## src/rtl/hazard_ctrl.sv

```systemverilog
// rtl/hazard_ctrl.sv - pipeline hazard/flush controller for the 5-stage RV32I core
// Load-use, branch redirect, I-miss redirect hold, D-miss freeze and perf counters.
module hazard_ctrl #(
  parameter int CNT_W = 32
) (
  input  logic             clk,
  input  logic             rst,
  input  logic             icache_stall,
  input  logic             dcache_stall,
  input  logic [4:0]       id_rs1,
  input  logic [4:0]       id_rs2,
  input  logic             id_use_rs1,
  input  logic             id_use_rs2,
  input  logic             ex_memread,
  input  logic [4:0]       ex_rd,
  input  logic             id_flush,
  input  logic [31:0]      id_target,
  input  logic             ex_branch_taken,
  input  logic [31:0]      ex_target,
  output logic             pc_write,
  output logic             pc_redirect,
  output logic [31:0]      redirect_pc,
  output logic             ifid_write,
  output logic             ifid_flush,
  output logic             hazard_mux,
  output logic             back_stall,
  output logic [CNT_W-1:0] stall_cnt,
  output logic [CNT_W-1:0] flush_cnt
);

  localparam logic [1:0] RUN     = 2'd0;
  localparam logic [1:0] IWAIT   = 2'd1;
  localparam logic [1:0] IWAIT_R = 2'd2;

  localparam logic [CNT_W-1:0] CNT_ONE = CNT_W'(1);
  localparam logic [CNT_W-1:0] CNT_MAX = '1;

  logic [1:0]       state_q, state_d;
  logic [31:0]      redir_q, redir_d;
  logic [CNT_W-1:0] stall_cnt_q, flush_cnt_q;
  logic             load_use;
  logic             lu_stall;
  logic             stall_evt;

  assign load_use = ex_memread && (ex_rd != 5'd0) &&
                    ((id_use_rs1 && (ex_rd == id_rs1)) ||
                     (id_use_rs2 && (ex_rd == id_rs2)));

  always_comb begin
    pc_write    = 1'b1;
    pc_redirect = 1'b0;
    redirect_pc = 32'd0;
    ifid_write  = 1'b1;
    ifid_flush  = 1'b0;
    hazard_mux  = 1'b0;
    back_stall  = 1'b0;
    lu_stall    = 1'b0;
    state_d     = state_q;
    redir_d     = redir_q;

    if (rst) begin
      pc_write   = 1'b0;
      ifid_write = 1'b0;
      ifid_flush = 1'b1;
      hazard_mux = 1'b1;
    end else if (dcache_stall) begin
      // Whole pipe frozen: nothing advances, nothing is captured.
      pc_write   = 1'b0;
      ifid_write = 1'b0;
      back_stall = 1'b1;
    end else if ((state_q == IWAIT_R) && !icache_stall) begin
      pc_redirect = 1'b1;
      redirect_pc = redir_q;
      ifid_flush  = 1'b1;
      hazard_mux  = 1'b1;
      state_d     = RUN;
    end else if (icache_stall) begin
      pc_write   = 1'b0;
      ifid_write = 1'b0;
      hazard_mux = 1'b1;
      if (state_q != IWAIT_R) begin
        if (ex_branch_taken) begin
          // The PC cannot load during the miss, so park the target until fetch resumes.
          redir_d    = ex_target;
          ifid_flush = 1'b1;
          state_d    = IWAIT_R;
        end else begin
          state_d = IWAIT;
        end
      end
    end else begin
      state_d = RUN;
      if (ex_branch_taken) begin
        pc_redirect = 1'b1;
        redirect_pc = ex_target;
        ifid_flush  = 1'b1;
        hazard_mux  = 1'b1;
      end else if (load_use) begin
        hazard_mux = 1'b1;
        pc_write   = 1'b0;
        ifid_write = 1'b0;
        lu_stall   = 1'b1;
      end else if (id_flush) begin
        pc_redirect = 1'b1;
        redirect_pc = id_target;
        ifid_flush  = 1'b1;
      end
    end
  end

  assign stall_evt = icache_stall || dcache_stall || lu_stall;

  always_ff @(posedge clk) begin
    if (rst) begin
      state_q     <= RUN;
      redir_q     <= 32'd0;
      stall_cnt_q <= '0;
      flush_cnt_q <= '0;
    end else begin
      state_q <= state_d;
      redir_q <= redir_d;
      if (stall_evt && (stall_cnt_q != CNT_MAX)) begin
        stall_cnt_q <= stall_cnt_q + CNT_ONE;
      end
      if (pc_redirect && (flush_cnt_q != CNT_MAX)) begin
        flush_cnt_q <= flush_cnt_q + CNT_ONE;
      end
    end
  end

  assign stall_cnt = stall_cnt_q;
  assign flush_cnt = flush_cnt_q;

endmodule

```

## config.mk

```make
export PLATFORM = sky130hd
export DESIGN_NAME = hazard_ctrl
export DESIGN_NICKNAME = d
export VERILOG_FILES = /design/src/rtl/hazard_ctrl.sv
export SDC_FILE = /design/constraint.sdc
export NUM_CORES = 1
export LEC_CHECK = 0
export BUFFER_PORTS_ARGS = -buffer_cell sky130_fd_sc_hd__buf_2
export CORE_MARGIN = 5
export CORE_UTILIZATION = 35
export DETAILED_ROUTE_END_ITERATION = 8
export PLACE_DENSITY = 0.71
export SYNTH_ARGS = -nofsm -noshare
export SYNTH_HDL_FRONTEND = slang
export SYNTH_SLANG_ARGS = --single-unit
```

## constraint.sdc

```tcl
create_clock -name clk -period 2.6 [get_ports clk]
set_input_delay 0.13 -clock clk [delete_from_list [all_inputs] [get_ports clk]]
set_output_delay 0.13 -clock clk [all_outputs]
set_load 0.02 [all_outputs]
```

Yosys cells after proc, flatten, opt, wreduce, memory -nomap -nowiden
Index checks and enable logic that the tools add are counted. W data, S select, Z words.

Register bits: 98. Bits of input ports: 88. Output and inout port bits: 102. Word-level logic and storage cells: 72.

Add/sub/neg operators: 2. Eq/ne operators: 7. Muxes and demuxes: 43. Bitwise logic cells: 2. Reductions and logical operators: 14.

Operators with widths (number): $mux W32 (7); $add A32 B1 Y32 const B (2); $ne A32 B32 Y1 const B (2); $mux W1 (32); $eq A5 B5 Y1 (2); $mux W2 (4); $logic_and A1 B1 Y1 (7); $reduce_and A5 Y1 (1); $reduce_bool A5 Y1 (1); $logic_or A1 B1 Y1 (3); $ne A3 B1 Y1 const B (1); $eq A2 B2 Y1 const B (1); $ne A2 B2 Y1 const B (1); $not A1 Y1 (2); $reduce_and A2 Y1 (1); $logic_not A1 Y1 (1).

Logic depth before layout (Yosys ltp)
Gate-level depths: netlist of run 1.

Word-level depth: 12. Mapped depth: 8.

Worst setup path after synthesis of run 1
OpenSTA, ideal clock, no wires.

Kind: reg2reg. From: register stall_cnt_q[0], in the netlist stall_cnt[0]. To: register stall_cnt_q[18], in the netlist stall_cnt[18]. Arrival time: 2245 ps. Path slack: 240 ps. Cell stages (with the launch flop): 9. Cell sequence: dfxtp_1 > ha_1 > nand4_1 > or2_1 > a2111oi_0 > a21oi_1 > clkbuf_1 > o31a_1 > o21a_1.

Longest elaborated chain between the ends: 2.

RTL lines: start, declared (line 40) `logic [CNT_W-1:0] stall_cnt_q, flush_cnt_q;`; start signal, assigned (line 123) `stall_cnt_q <= stall_cnt_q + CNT_ONE;`; branches (longest 2 deep; another with $add A32 B1 Y32).

Several ways; the timed one is not identified. A chain may end at the register's enable or synchronous reset.

Final worst setup path of run 1
From: register flush_cnt_q[12], in the netlist flush_cnt[12]. To: register flush_cnt_q[31], in the netlist flush_cnt[31].

Longest elaborated chain between the ends: 2.

RTL lines: start, declared (line 40); start signal, assigned (line 126) `flush_cnt_q <= flush_cnt_q + CNT_ONE;`; branches (longest 2 deep; another with $add A32 B1 Y32).

Several ways; the timed one is not identified.

==> results_tabular.tex, run 1 <==
\begin{tabular}{lr}
\hline
Metric & Value \\
\hline
\multicolumn{2}{l}{\textbf{Worst setup path}} \\
Register-to-register path setup slack & 190 ps \\
CP Class & flop to flop \\
Endpoint required time on the critical path & 2890 ps \\
R2r worst-path depth & 6 \\
Critical R2R Capture & flush\_cnt[31]\$\_SDFFE\_PP0P\_ \\
Arrival time at the worst endpoint & 2690 ps \\
CP startpoint & flush\_cnt[12]\$\_SDFFE\_PP0P\_ \\
Sort of element at the end of the critical path & flop \\
Start of the worst register-to-register path & flush\_cnt[12]\$\_SDFFE\_PP0P\_ \\
Crit path max fanout & 12 \\
Critical Path Start Type & flop \\
\multicolumn{2}{l}{\textbf{Timing}} \\
Fmax achieved & 416 MHz \\
Sum of negative setup slack & 0 ps \\
Normalized max-slew margin & 49.7\% \\
Unrepaired setup endpoints after global routing & false \\
Final critical path time including I/O delays and setup & 2410 ps \\
Slew @ Worst Pin & 749 ps \\
Final count of hold timing violations & 0 \\
Setup-violating endpoint count in the final report & 0 \\
Share of the clock period used by the worst path after layout & 92.6\% \\
Clock Skews & 13.5 ps \\
Count of final max-slew check failures & 0 \\
\multicolumn{2}{l}{\textbf{CTS}} \\
Buffer levels on the longest clock path & 2 \\
Clock latency reported for the late side of the worst-skew pair & 360 ps \\
Hold\_buf cts & 0 \\
H-Tree Level Count & 3 \\
TritonCTS clock tree & done \\
Clock buffers created by TritonCTS & 9 \\
Clock-pin transition on the worst setup and hold timing paths & 80 ps \\
Clock root buffer & sky130\_fd\_sc\_hd\_\_clkbuf\_16 \\
Number of sinks handled by clock tree synthesis & 98 \\
\multicolumn{2}{l}{\textbf{Logic synthesis}} \\
Synth Area per Inst & 7.87 um\^{}2 \\
Number of nets produced by synthesis & 795 \\
Netlist cell types & 64 \\
Most frequent cell after synthesis & sky130\_fd\_sc\_hd\_\_a21oi\_1 \\
Area share of the largest cell type after synthesis & 35.3\% \\
Post-synthesis instance area & 0.00555 mm\^{}2 \\
Fraction of registers with async set or reset after synthesis & 0\% \\
Primary flip-flop cell chosen by synthesis mapping & sky130\_fd\_sc\_hd\_\_dfxtp\_1 \\
Count of flip-flops with a built-in enable after synthesis & 0 \\
Most used standard cells in the synthesized netlist & sky130\_fd\_sc\_hd\_\_a21oi\_1, sky130\_fd\_sc\_hd\_\_dfxtp\_1, sky130\_fd\_sc\_hd\_\_nand2\_1, sky130\_fd\_sc\_hd\_\_clkbuf\_1, sky130\_fd\_sc\_hd\_\_nor3\_1 \\
Area leader, netlist & sky130\_fd\_sc\_hd\_\_dfxtp\_1 \\
Synthesized netlist cell count & 705 \\
Synthesis warning total & 0 \\
Sequential area share after synthesis & 35.3\% \\
Synthesized flop and latch total & 98 \\
Biggest area contributors in the synthesized netlist & sky130\_fd\_sc\_hd\_\_dfxtp\_1, sky130\_fd\_sc\_hd\_\_a21oi\_1, sky130\_fd\_sc\_hd\_\_nand2\_1, sky130\_fd\_sc\_hd\_\_a222oi\_1, sky130\_fd\_sc\_hd\_\_nor3\_1 \\
\multicolumn{2}{l}{\textbf{Routing}} \\
First-pass detailed-route iteration total & 8 \\
Routed via count divided by cell count & 5.66 \\
Number of design rule violations left after detail routing & 0 \\
Vias post-DR & 6,219 \\
Routed wire length per instance & 16.6 um \\
DRT antenna net count & 0 \\
Post-detailed-routing wire length & 18,200 um \\
Violation count after the first detailed-route iteration & 648 \\
\multicolumn{2}{l}{\textbf{Floorplan}} \\
Standard cell core area & 0.0157 mm\^{}2 \\
Rows & 46 \\
Effective utilization at floorplan & 35.3\% \\
DIE AREA & 0.0185 mm\^{}2 \\
Vertical die dimension & 136 um \\
Width of the die & 136 um \\
Number of primary I/O pins & 190 \\
\multicolumn{2}{l}{\textbf{Worst hold path}} \\
Hold/Removal Path Class & input port to flop \\
Cell depth of the worst min-delay path & 3 \\
Worst Hold Endpoint & redir\_q[13]\$\_SDFFE\_PP0P\_ \\
Worst Hold Launch & ex\_target[13] \\
\multicolumn{2}{l}{\textbf{Placement}} \\
Final weighted congestion of routability-driven global placement & 0.799 \\
Area after detailed placement & 0.00679 mm\^{}2 \\
Port bufs & 189 \\
Detailed placement HPWL & 13,000 um \\
Placed insts & 1,080 \\
\multicolumn{2}{l}{\textbf{Global routing}} \\
Total global-route track usage & 19.0\% \\
Initial antenna violation count & 1 \\
Pin count of the biggest net entering global routing & 57 \\
Leftover overflow at the end of global routing & 0 \\
Vias in the first global route & 5,771 \\
First-pass GRT wire length & 28,600 um \\
\multicolumn{2}{l}{\textbf{Finish}} \\
Final non-filler cell total & 1,099 \\
Final cell utilization of the core & 45.6\% \\
Share of final-layout standard cells stronger than drive strength 1 & 29.8\% \\
Post-layout net count & 967 \\
Post-layout instance area & 0.00716 mm\^{}2 \\
Layout overhead on the synthesized area & 29.1\% \\
\multicolumn{2}{l}{\textbf{Pwr}} \\
Power density over the cells & 487 mW/mm\^{}2 \\
Highest ir drop seen on vdd & 0.311 mV \\
Static Leak & 2.76 nW \\
\multicolumn{2}{l}{\textbf{Outcome}} \\
Result of the run & finished clean \\
\multicolumn{2}{l}{\textbf{Job}} \\
Total of max-cap violations & 0 \\
\hline
\end{tabular}
## per-stage QoR
step                      worst slack [ps]  hold slack [ps]  total power [mW]
after floorplan                        240              266              1.82
after global placement                 121              385              1.99
after detailed placement               101              390              2.00
after CTS                             93.3             7.95              3.52
after global routing                  56.2             24.0              3.63
final                                  194             18.2              3.49
## layout make-up
type	count	area, um^2
diodes	1	2.50
well taps	216	270
fillers	1578	8550
repair buffers	217	1210
clock buffers	10	239
flip-flops and latches	98	1960
multi-input cells	539	3340
clock inverters	6	96.3
inverters	12	45.0
## critical path, stage by stage (launching register included)
cell and delay, ps:
sky130_fd_sc_hd__dfxtp_1 430, sky130_fd_sc_hd__and4_1 260, sky130_fd_sc_hd__nand2_1 90, sky130_fd_sc_hd__or4_1 540, sky130_fd_sc_hd__a2111o_1 450, sky130_fd_sc_hd__or4_1 440, sky130_fd_sc_hd__a21oi_1 150
## logic make-up (layout without fill, tap and decap cells)
group / after synthesis / count (layout) / synth area share (%)
simple gates: 296 / 296 / 28.5
mux: 11 / 11 / 2.21
xor+xnor: 14 / 14 / 2.21
fa+ha+maj: 2 / 2 / 0.451
flops: 98 / 98 / 35.3
compound gates: 216 / 216 / 26.3
other cells: 0 / 1 / 0
buf+inv: 68 / 245 / 5.07
## worst max-delay path by stage
stage / slack, ps / to / depth (start not counted)
global route: 60 / stall_cnt[16]$_SDFFE_PP0P_ / 8
floorplan: 240 / stall_cnt[18]$_SDFFE_PP0P_ / 8
global placement: 120 / stall_cnt[5]$_SDFFE_PP0P_ / 8
detailed placement: 100 / stall_cnt[5]$_SDFFE_PP0P_ / 8
finish: 190 / flush_cnt[31]$_SDFFE_PP0P_ / 6
CTS: 90 / stall_cnt[14]$_SDFFE_PP0P_ / 7
## cell usage in the layout (no fill, tap or decap), types with 5 or more instances in the layout
cell type,count
sky130_fd_sc_hd__xnor2_1,13
sky130_fd_sc_hd__nor2_1,26
sky130_fd_sc_hd__dfxtp_1,98
sky130_fd_sc_hd__nor3_1,36
sky130_fd_sc_hd__nor4_1,10
sky130_fd_sc_hd__nand3_1,20
sky130_fd_sc_hd__and4_1,5
sky130_fd_sc_hd__or4_1,22
sky130_fd_sc_hd__o31ai_1,22
sky130_fd_sc_hd__a222oi_1,32
sky130_fd_sc_hd__buf_4,25
sky130_fd_sc_hd__nor2b_1,10
sky130_fd_sc_hd__inv_1,12
sky130_fd_sc_hd__buf_2,188
sky130_fd_sc_hd__o21ai_0,19
sky130_fd_sc_hd__nand2_1,98
sky130_fd_sc_hd__mux2_2,7
sky130_fd_sc_hd__nand4_1,21
sky130_fd_sc_hd__a21oi_1,107
sky130_fd_sc_hd__clkbuf_16,9
sky130_fd_sc_hd__and3_1,6
sky130_fd_sc_hd__or3_1,18
## timing repair
action                                  4_1_cts  5_1_grt
endpoints found under the setup margin        0        7
resized for setup                             0        2
buffers inserted                              0        2
## registers in the layout, indices dropped and copies added, names as in the netlist
| name | count |
|---|---|
| state_q | 2 |
| stall_cnt | 32 |
| flush_cnt | 32 |
| redir_q | 32 |
## report_power, final
group          leakage [nW]  internal [mW]  total [mW]  switching, mW
Sequential            0.792           1.52        1.54         0.0213
Clock                 0.161          0.883        1.52          0.639
Combinational          1.81          0.164       0.424          0.260
Total                  2.76           2.57        3.49          0.921
## metal layers
metal  part of all wire [%]  wire, um  GRT usage (%)  vias up
met5                      0         0              0        -
met3                    6.7      1220           3.59       29
met4                    2.3       425           7.56        0
li1                       -         -              -     3031
met1                     43      7790           24.6     2907
met2                     48      8780           31.2      252
Note: power is estimated with default switching activity, not from simulation.
==> inputs of run 2 (changes only) <==
--- a/config.mk
+++ b/config.mk
@@ -7,9 +7,10 @@
 export LEC_CHECK = 0
 export BUFFER_PORTS_ARGS = -buffer_cell sky130_fd_sc_hd__buf_2
 export CORE_MARGIN = 5
-export CORE_UTILIZATION = 35
+export CORE_UTILIZATION = 51
 export DETAILED_ROUTE_END_ITERATION = 8
-export PLACE_DENSITY = 0.71
+export PLACE_DENSITY = 0.93
+export SKIP_CTS_REPAIR_TIMING = 1
 export SYNTH_ARGS = -nofsm -noshare
 export SYNTH_HDL_FRONTEND = slang
 export SYNTH_SLANG_ARGS = --single-unit
==> results_tabular.tex, run 2 (synthesis results as in run 1) <==
\begin{tabular}{lr}
\hline
Metric & Value \\
\hline
\multicolumn{2}{l}{\textbf{Outcome}} \\
Result of the run & finished clean \\
\multicolumn{2}{l}{\textbf{Worst setup path}} \\
Critical Path Start Type & flop \\
Arrival time at the worst endpoint & 2690 ps \\
CP Class & flop to flop \\
Sort of element at the end of the critical path & flop \\
Endpoint required time on the critical path & 2910 ps \\
Crit path max fanout & 12 \\
\multicolumn{2}{l}{\textbf{Timing}} \\
Setup-violating endpoint count in the final report & 0 \\
Final count of hold timing violations & 0 \\
Count of final max-slew check failures & 0 \\
Fmax achieved & 420 MHz \\
Final critical path time including I/O delays and setup & 2380 ps \\
Clock Skews & 7.68 ps \\
Normalized max-slew margin & 52.0\% \\
Slew @ Worst Pin & 713 ps \\
Share of the clock period used by the worst path after layout & 91.5\% \\
\multicolumn{2}{l}{\textbf{Global routing}} \\
Initial antenna violation count & 3 \\
Vias in the first global route & 5,611 \\
First-pass GRT wire length & 27,900 um \\
Leftover overflow at the end of global routing & 0 \\
Pin count of the biggest net entering global routing & 61 \\
Total global-route track usage & 25.9\% \\
\multicolumn{2}{l}{\textbf{Routing}} \\
Violation count after the first detailed-route iteration & 838 \\
Post-detailed-routing wire length & 17,900 um \\
Routed wire length per instance & 17.4 um \\
Number of design rule violations left after detail routing & 0 \\
Vias post-DR & 6,442 \\
DRT antenna net count & 0 \\
Routed via count divided by cell count & 6.25 \\
First-pass detailed-route iteration total & 6 \\
\multicolumn{2}{l}{\textbf{Floorplan}} \\
DIE AREA & 0.0131 mm\^{}2 \\
Number of primary I/O pins & 190 \\
Rows & 38 \\
Width of the die & 114 um \\
Effective utilization at floorplan & 51.7\% \\
Vertical die dimension & 114 um \\
Standard cell core area & 0.0107 mm\^{}2 \\
\multicolumn{2}{l}{\textbf{Pwr}} \\
Static Leak & 2.73 nW \\
Gate power share & 14.2\% \\
Highest ir drop seen on vdd & 0.501 mV \\
Sequential power share & 50.2\% \\
Design internal power & 2.24 mW \\
Net Sw Frac & 27.2\% \\
Clk pwr share & 35.5\% \\
Power density over the cells & 437 mW/mm\^{}2 \\
Net switching power figure & 0.835 mW \\
\multicolumn{2}{l}{\textbf{CTS}} \\
Buffer levels on the longest clock path & 2 \\
H-Tree Level Count & 3 \\
Clock root buffer & sky130\_fd\_sc\_hd\_\_clkbuf\_8 \\
Clock-pin transition on the worst setup and hold timing paths & 100 ps \\
Clock buffers created by TritonCTS & 9 \\
Number of sinks handled by clock tree synthesis & 98 \\
Clock latency reported for the late side of the worst-skew pair & 370 ps \\
TritonCTS clock tree & done \\
\multicolumn{2}{l}{\textbf{Finish}} \\
Leading cell type in the layout, fill and taps excluded & sky130\_fd\_sc\_hd\_\_buf\_2 \\
Layout overhead on the synthesized area & 26.6\% \\
Final cell utilization of the core & 65.4\% \\
Share of final-layout standard cells stronger than drive strength 1 & 29.4\% \\
Fillers & 936 \\
Most frequent cells in the layout & sky130\_fd\_sc\_hd\_\_buf\_2, sky130\_fd\_sc\_hd\_\_a21oi\_1, sky130\_fd\_sc\_hd\_\_nand2\_1, sky130\_fd\_sc\_hd\_\_dfxtp\_1, sky130\_fd\_sc\_hd\_\_nor3\_1 \\
Final non-filler cell total & 1,031 \\
Post-layout net count & 975 \\
\multicolumn{2}{l}{\textbf{Placement}} \\
Placed insts & 1,002 \\
Final weighted congestion of routability-driven global placement & 0.884 \\
Port bufs & 189 \\
Detailed placement HPWL & 12,600 um \\
\multicolumn{2}{l}{\textbf{Worst hold path}} \\
Hold/Removal Path Class & input port to flop \\
\multicolumn{2}{l}{\textbf{Job}} \\
Total of max-cap violations & 0 \\
\hline
\end{tabular}
==> run 2: path summary, 6_finish.rpt <==
path | startpoint | to | slack (ps) | cells past startpoint
min | ex_target[4] | redir_q[4]$_SDFFE_PP0P_ | 2 | 3
max reg2reg | flush_cnt[11]$_SDFFE_PP0P_ | flush_cnt[31]$_SDFFE_PP0P_ | 220 | 6
min reg2reg | redir_q[21]$_SDFFE_PP0P_ | redir_q[21]$_SDFFE_PP0P_ | 480 | 2
max | flush_cnt[11]$_SDFFE_PP0P_ | flush_cnt[31]$_SDFFE_PP0P_ | 220 | 6
==> run 2: critical path: stages, from the launching register on <==
cell,delay (ps)
sky130_fd_sc_hd__dfxtp_1,430
sky130_fd_sc_hd__and4_1,250
sky130_fd_sc_hd__nand2_1,90
sky130_fd_sc_hd__or4_1,520
sky130_fd_sc_hd__a2111o_1,440
sky130_fd_sc_hd__or4_1,440
sky130_fd_sc_hd__a21oi_1,150
==> run 2: power groups by stage <==
| stage | clock network [mW] | logic (mW) | registers (mW) |
|---|---|---|---|
| global route | 1.18 | 0.476 | 1.55 |
| finish | 1.09 | 0.437 | 1.54 |
| detailed placement | 0 | 0.411 | 1.58 |
| CTS | 1.11 | 0.413 | 1.54 |
| global placement | 0 | 0.404 | 1.58 |
| floorplan | 0 | 0.242 | 1.58 |
==> run 2: area by class of cell <==
class	count	area, um^2	share of cell area [%]
inverter	12	45.0	0.641
antenna	1	2.50	0.0356
clock buffer	9	124	1.76
timing repair buffer	225	1270	18.1
multi-input combinational	539	3350	47.7
clock inverter	7	93.8	1.33
tap	140	175	2.49
sequential	98	1960	27.9
==> run 2: through the flow <==
stage / total power [mW] / cell area [um^2] / setup TNS [ps] / setup slack [ps] / hold slack (ps)
2_1_floorplan: 1.82 / 5550 / 0 / 240 / 266
3_3_place_gp: 1.98 / 6670 / 0 / 199 / 383
3_5_place_dp: 1.99 / 6670 / 0 / 133 / 390
4_1_cts: 3.07 / 6890 / 0 / 99.1 / -16.2
5_1_grt: 3.20 / 7030 / -0.824 / -0.824 / 0.351
6_report: 3.07 / 7030 / 0 / 220 / 2.15
==> run 2: metal layers <==
layer | part of all wire, % | global-route usage (%) | up-vias
met2 | 49 | 42.1 | 367
li1 | - | - | 3051
met3 | 9.0 | 6.55 | 62
met1 | 39 | 33.0 | 2958
met5 | 0.11 | 0 | -
met4 | 3.5 | 9.98 | 4
